===== config.mk =====
export PLATFORM = sky130hd
export DESIGN_NAME = rle_encoder
export DESIGN_NICKNAME = d
export VERILOG_FILES = /design/src/rtl/rle_encoder.sv
export SDC_FILE = /design/constraint.sdc
export NUM_CORES = 1
export LEC_CHECK = 0
export ABC_CLOCK_PERIOD_IN_PS = 7300
export CAP_MARGIN = 25
export CORE_MARGIN = 4
export CORE_UTILIZATION = 64
export DETAILED_ROUTE_END_ITERATION = 16
export PLACE_DENSITY = 0.82
export SYNTH_ARGS = -nofsm -noshare
export SYNTH_HDL_FRONTEND = slang
export SYNTH_SLANG_ARGS = --single-unit

===== constraint.sdc =====
create_clock -name clk -period 7.3 [get_ports clk]
set_input_delay 1.095 -clock clk [delete_from_list [all_inputs] [get_ports clk]]
set_output_delay 1.095 -clock clk [all_outputs]
set_load 0.01 [all_outputs]

===== src/rtl/rle_encoder.sv =====
// Run-length encoder: folds identical consecutive RGB222 pixels into {run, colour}
// words and queues them in a small FIFO that accepts up to two words per cycle.
module rle_encoder #(
  parameter int MAX_RUN    = 991,
  parameter int FIFO_DEPTH = 4
) (
  input  logic        clk,
  input  logic        rstn,
  input  logic        pixel_valid,
  output logic        pixel_ready,
  input  logic [5:0]  pixel_colour,
  input  logic        pixel_last,
  input  logic        finish,
  output logic        word_valid,
  input  logic        word_ready,
  output logic [15:0] word_data,
  output logic        done
);

  localparam int AW = (FIFO_DEPTH > 1) ? $clog2(FIFO_DEPTH) : 1;
  localparam int CW = AW + 1;
  localparam int READY_LIM_I = FIFO_DEPTH - 2;
  localparam logic [CW-1:0] READY_LIM  = READY_LIM_I[CW-1:0];
  localparam logic [CW-1:0] FIFO_FULL  = FIFO_DEPTH[CW-1:0];
  localparam logic [9:0]    MAX_RUN_W  = MAX_RUN[9:0];
  localparam logic [15:0]   STOP_WORD  = 16'hFFC0;

  typedef enum logic [1:0] {
    S_IDLE = 2'd0,
    S_RUN  = 2'd1,
    S_DONE = 2'd2
  } state_t;

  state_t          r_state;
  logic [5:0]      r_colour;
  logic [9:0]      r_cnt;
  logic [15:0]     r_mem [FIFO_DEPTH];
  logic [AW-1:0]   r_wr_ptr;
  logic [AW-1:0]   r_rd_ptr;
  logic [CW-1:0]   r_count;
  logic            r_done;

  state_t          w_state_nxt;
  logic [5:0]      w_colour_nxt;
  logic [9:0]      w_cnt_nxt;
  logic [9:0]      w_cnt_inc;
  logic            w_acc;
  logic            w_full;
  logic            w_pop;
  logic            w_push0;
  logic            w_push1;
  logic [15:0]     w_word0;
  logic [15:0]     w_word1;
  logic [CW-1:0]   w_count_nxt;

  // The registered count is used on purpose: a same-cycle pop earns no credit.
  assign pixel_ready = (r_state != S_DONE) && !finish && (r_count <= READY_LIM);
  assign w_acc       = pixel_valid && pixel_ready;
  assign w_full      = (r_count == FIFO_FULL);
  assign w_pop       = word_ready && (r_count != {CW{1'b0}});
  assign w_cnt_inc   = r_cnt + 10'd1;
  assign w_count_nxt = r_count + CW'(w_push0) + CW'(w_push1) - CW'(w_pop);

  assign word_valid  = (r_count != {CW{1'b0}});
  assign word_data   = r_mem[r_rd_ptr];
  assign done        = r_done;

  // Next-state and push decode; word0 is always the older word when both push.
  always_comb begin
    w_state_nxt  = r_state;
    w_colour_nxt = r_colour;
    w_cnt_nxt    = r_cnt;
    w_push0      = 1'b0;
    w_push1      = 1'b0;
    w_word0      = 16'd0;
    w_word1      = 16'd0;
    case (r_state)
      S_IDLE: begin
        if (w_acc) begin
          if (pixel_last) begin
            w_push0 = 1'b1;
            w_word0 = {10'd1, pixel_colour};
          end else begin
            w_state_nxt  = S_RUN;
            w_cnt_nxt    = 10'd1;
            w_colour_nxt = pixel_colour;
          end
        end else if (finish && !w_full) begin
          w_push0     = 1'b1;
          w_word0     = STOP_WORD;
          w_state_nxt = S_DONE;
        end else begin
          w_state_nxt = S_IDLE;
        end
      end
      S_RUN: begin
        if (w_acc) begin
          if ((pixel_colour == r_colour) && (r_cnt < MAX_RUN_W)) begin
            if (pixel_last) begin
              w_push0     = 1'b1;
              w_word0     = {w_cnt_inc, r_colour};
              w_state_nxt = S_IDLE;
            end else begin
              w_cnt_nxt = w_cnt_inc;
            end
          end else begin
            w_push0 = 1'b1;
            w_word0 = {r_cnt, r_colour};
            if (pixel_last) begin
              w_push1     = 1'b1;
              w_word1     = {10'd1, pixel_colour};
              w_state_nxt = S_IDLE;
            end else begin
              w_cnt_nxt    = 10'd1;
              w_colour_nxt = pixel_colour;
            end
          end
        end else if (finish && !w_full) begin
          // Close the open run; the stop word follows from IDLE.
          w_push0     = 1'b1;
          w_word0     = {r_cnt, r_colour};
          w_state_nxt = S_IDLE;
        end else begin
          w_state_nxt = S_RUN;
        end
      end
      S_DONE: begin
        w_state_nxt = S_DONE;
      end
      default: begin
        w_state_nxt = S_IDLE;
      end
    endcase
  end

  // Encoder state, open run and the registered done flag.
  always_ff @(posedge clk or negedge rstn) begin
    if (!rstn) begin
      r_state  <= S_IDLE;
      r_colour <= 6'd0;
      r_cnt    <= 10'd0;
      r_done   <= 1'b0;
    end else begin
      r_state  <= w_state_nxt;
      r_colour <= w_colour_nxt;
      r_cnt    <= w_cnt_nxt;
      r_done   <= (w_state_nxt == S_DONE) && (w_count_nxt == {CW{1'b0}});
    end
  end

  // Output FIFO storage, pointers and occupancy.
  always_ff @(posedge clk or negedge rstn) begin
    if (!rstn) begin
      for (int i = 0; i < FIFO_DEPTH; i++) begin
        r_mem[i] <= 16'd0;
      end
      r_wr_ptr <= {AW{1'b0}};
      r_rd_ptr <= {AW{1'b0}};
      r_count  <= {CW{1'b0}};
    end else begin
      if (w_push0) begin
        r_mem[r_wr_ptr] <= w_word0;
      end
      if (w_push1) begin
        r_mem[r_wr_ptr + AW'(1)] <= w_word1;
      end
      r_wr_ptr <= r_wr_ptr + AW'(w_push0) + AW'(w_push1);
      r_rd_ptr <= r_rd_ptr + AW'(w_pop);
      r_count  <= w_count_nxt;
    end
  end

endmodule

==> qor.csv <==
metric;value;unit
Post-Synth XOR/XNOR Area;2.93;%
Total GRT Usage;29.6;%
Clock Latency Late Sink;370;ps
Ports;31;
worst slack, placed;2310;ps
initial antenna violation count;0;
Die ar.;9420;um2
clock root cell;clkbuf_8;
Cell Area, Placed;5460;um2
area leader, netlist;dfrtp_1;
post-synthesis sequential area ratio;44.4;%
status;finished, final reports clean;
proportion of synthesized area in mux cells;8.43;%
Max Freq;0.214;GHz
Vias/cell;7.07;
final instance area;5640;um2
Hold Path Stages;1;
total number of vias;4170;
Bufs on Longest Clock Path;2;
arrival time worst endpoint;4940;ps
crit end category;flip-flop;
FF-to-FF path depth;12;
commonest cells in the netlist;dfrtp_1, nor3_1, a211oi_1, nand2_1;
Resize count post-CTS;0;
met2 WL;6320;um
Data required, critical path;7570;ps
post-synthesis compound-gate area fraction;20.0;%
first-pass GRT wire length;22100;um
CTS H-tree lvls;3;
Final nets;502;
TritonCTS Buffers;9;
Final Util;72.9;%
Worst Clk Skew;8.98;ps
grt total ovfl;0;
WS Path Type;in -> reg;
worst hold path type;reg -> reg;
CTS sink cnt;90;
Worst IR Drop VDD;0.188;mV
Crit Path Max Fanout;16;
die width;97.1;um
Area Growth Syn to Fin;11.0;%
vias in the first global route;4187;
max-slew violation count;0;
initial drt markers;384;
final setup margin;2620;ps
adder-cell share of the synthesized area;2.17;%
Tcrit/Tclk final;64.1;%
residual DRC count;0;
Cell Rows;32;
Routed Antenna Nets;0;
Final Setup Violations;0;
hold buffers post-CTS;0;
Initial Util;65.7;%
Leakage Power;2.09;nW
Avg Inst Size Synth;11.1;um2
CTS tree;done;
share of layout cells above drive strength 1;17.2;%
synth warn;0;
PD cells;258;nW/um2
diode count;0;
Final Hold Viols;0;
number of flops mapped to enable cells by yosys;0;
Reg clk slew, reported paths;90;ps
R2R setup slack;3110;ps
Fillers;545;
Cells after Synth;458;
DR WL/cell;22.9;um
Synth Area in Simple Gates;19.2;%
number of max-cap violations;0;
Post-Syn Area;5080;um2
Synth async-reset ratio;100;%
Die Ht;97.1;um
RSZ-0062 raised after global routing;false;
cell with the most instances after synthesis;dfrtp_1;
Core Area;7730;um2
Startpoint Class;input port;
met3 wire len;1440;um
dpl hpwl;9290;um
slew margin rel.;36.5;%
met1 wire length;5470;um
largest net degree at the start of global routing;64;
Synth top area share;44.4;%
post-synthesis net count;477;
flops & latches, synth;90;
ys flop type;dfrtp_1;
Post-CTS Setup Bufs;0;
highest metal layer with signal wires;met4;
number of iterations in the first detailed-routing pass;6;
Period minus WS final;4680;ps
Distinct cells, synth;52;
largest family of logic cells by synthesized area;compound AO/OA/AOI/OAI gates;
routed wire length;13500;um
setup TNS;0;ps
gp weighted congestion;0.927;
top post-synthesis cells by area;dfrtp_1, mux4_2, a211oi_1;
Worst Tran Pin Value;948;ps
Final Power;0.00145;W
PortBufs;30;
## worst max-delay path, stage by stage
cell	delay, ps
clkdlybuf4s50_1	550
xor2_1	210
nor4_2	360
and3_1	820
a21oi_2	300
a21oi_1	270
ha_1	150
inv_1	40
fa_1	370
fa_1	380
xnor2_1	160
nor4b_1	240
## area by class of cell
| type | count | area (um2) | area share [%] |
|---|---|---|---|
| multi-input combinational | 337 | 2680 | 47.5 |
| sequential | 90 | 2250 | 40.0 |
| timing repair buffer | 37 | 369 | 6.55 |
| clock buffer | 11 | 141 | 2.51 |
| tap | 102 | 128 | 2.26 |
| clock inverter | 5 | 37.5 | 0.666 |
| inverter | 8 | 30.0 | 0.533 |
## cells by family after synthesis
family	count (synthesis)
AO/OA/AOI/OAI	120
XOR/XNOR	17
adder cells (fa/ha/maj)	7
buffers and inverters	31
flip-flops	90
multiplexers	22
AND/OR/NAND/NOR	171
## layer usage
metal  up-vias  global-route usage [%]
met5         -                       0
met4         0                    11.2
met3        31                    8.97
met2       233                    44.7
met1      2062                    40.4
li1       1844                       -
## cells in the final DEF (no fill, tap or decap), types with 5 or more instances in the layout
master,n
a211oi_1,37
a211oi_4,5
a21oi_1,6
a221oi_1,9
a32oi_1,6
and3_1,5
clkbuf_8,10
clkdlybuf4s50_1,29
dfrtp_1,90
inv_1,8
mux2_2,6
mux4_2,16
nand2_1,33
nand2b_1,6
nand3_1,12
nand4_1,25
nor2_1,13
nor2_2,5
nor3_1,41
nor3_2,8
o211ai_1,25
o21ai_0,9
xor2_1,13
## through the flow
step,std cells,hold WS [ps]
floorplan,458,477
global placement,569,502
detailed placement,574,519
CTS,590,537
global route,590,564
finish,590,538
## path summary, 6_finish.rpt
path,endpoint,startpoint
hold reg to reg,r_mem[54],r_mem[54]
min in group asynchronous,r_mem[46],rstn
setup reg to reg,done,r_cnt[0]
max in group asynchronous,r_mem[58],rstn
setup / recovery,done,pixel_colour[0]
hold / removal,r_mem[54],r_mem[54]
## registers in the layout (all words and copies together), names as in the netlist
register  flops
r_mem        64
r_state       2
r_count       3
r_colour      6
r_cnt        10
r_rd_ptr      2
r_wr_ptr      2
done          1
## power by group
group          internal, W  leakage (nW)  switching, W
Combinational     0.000253         0.882      0.000199
Clock             0.000135        0.0863      0.000188
Sequential        0.000579          1.12     0.0000972
No activity file was read; power rests on OpenSTA's default activity.
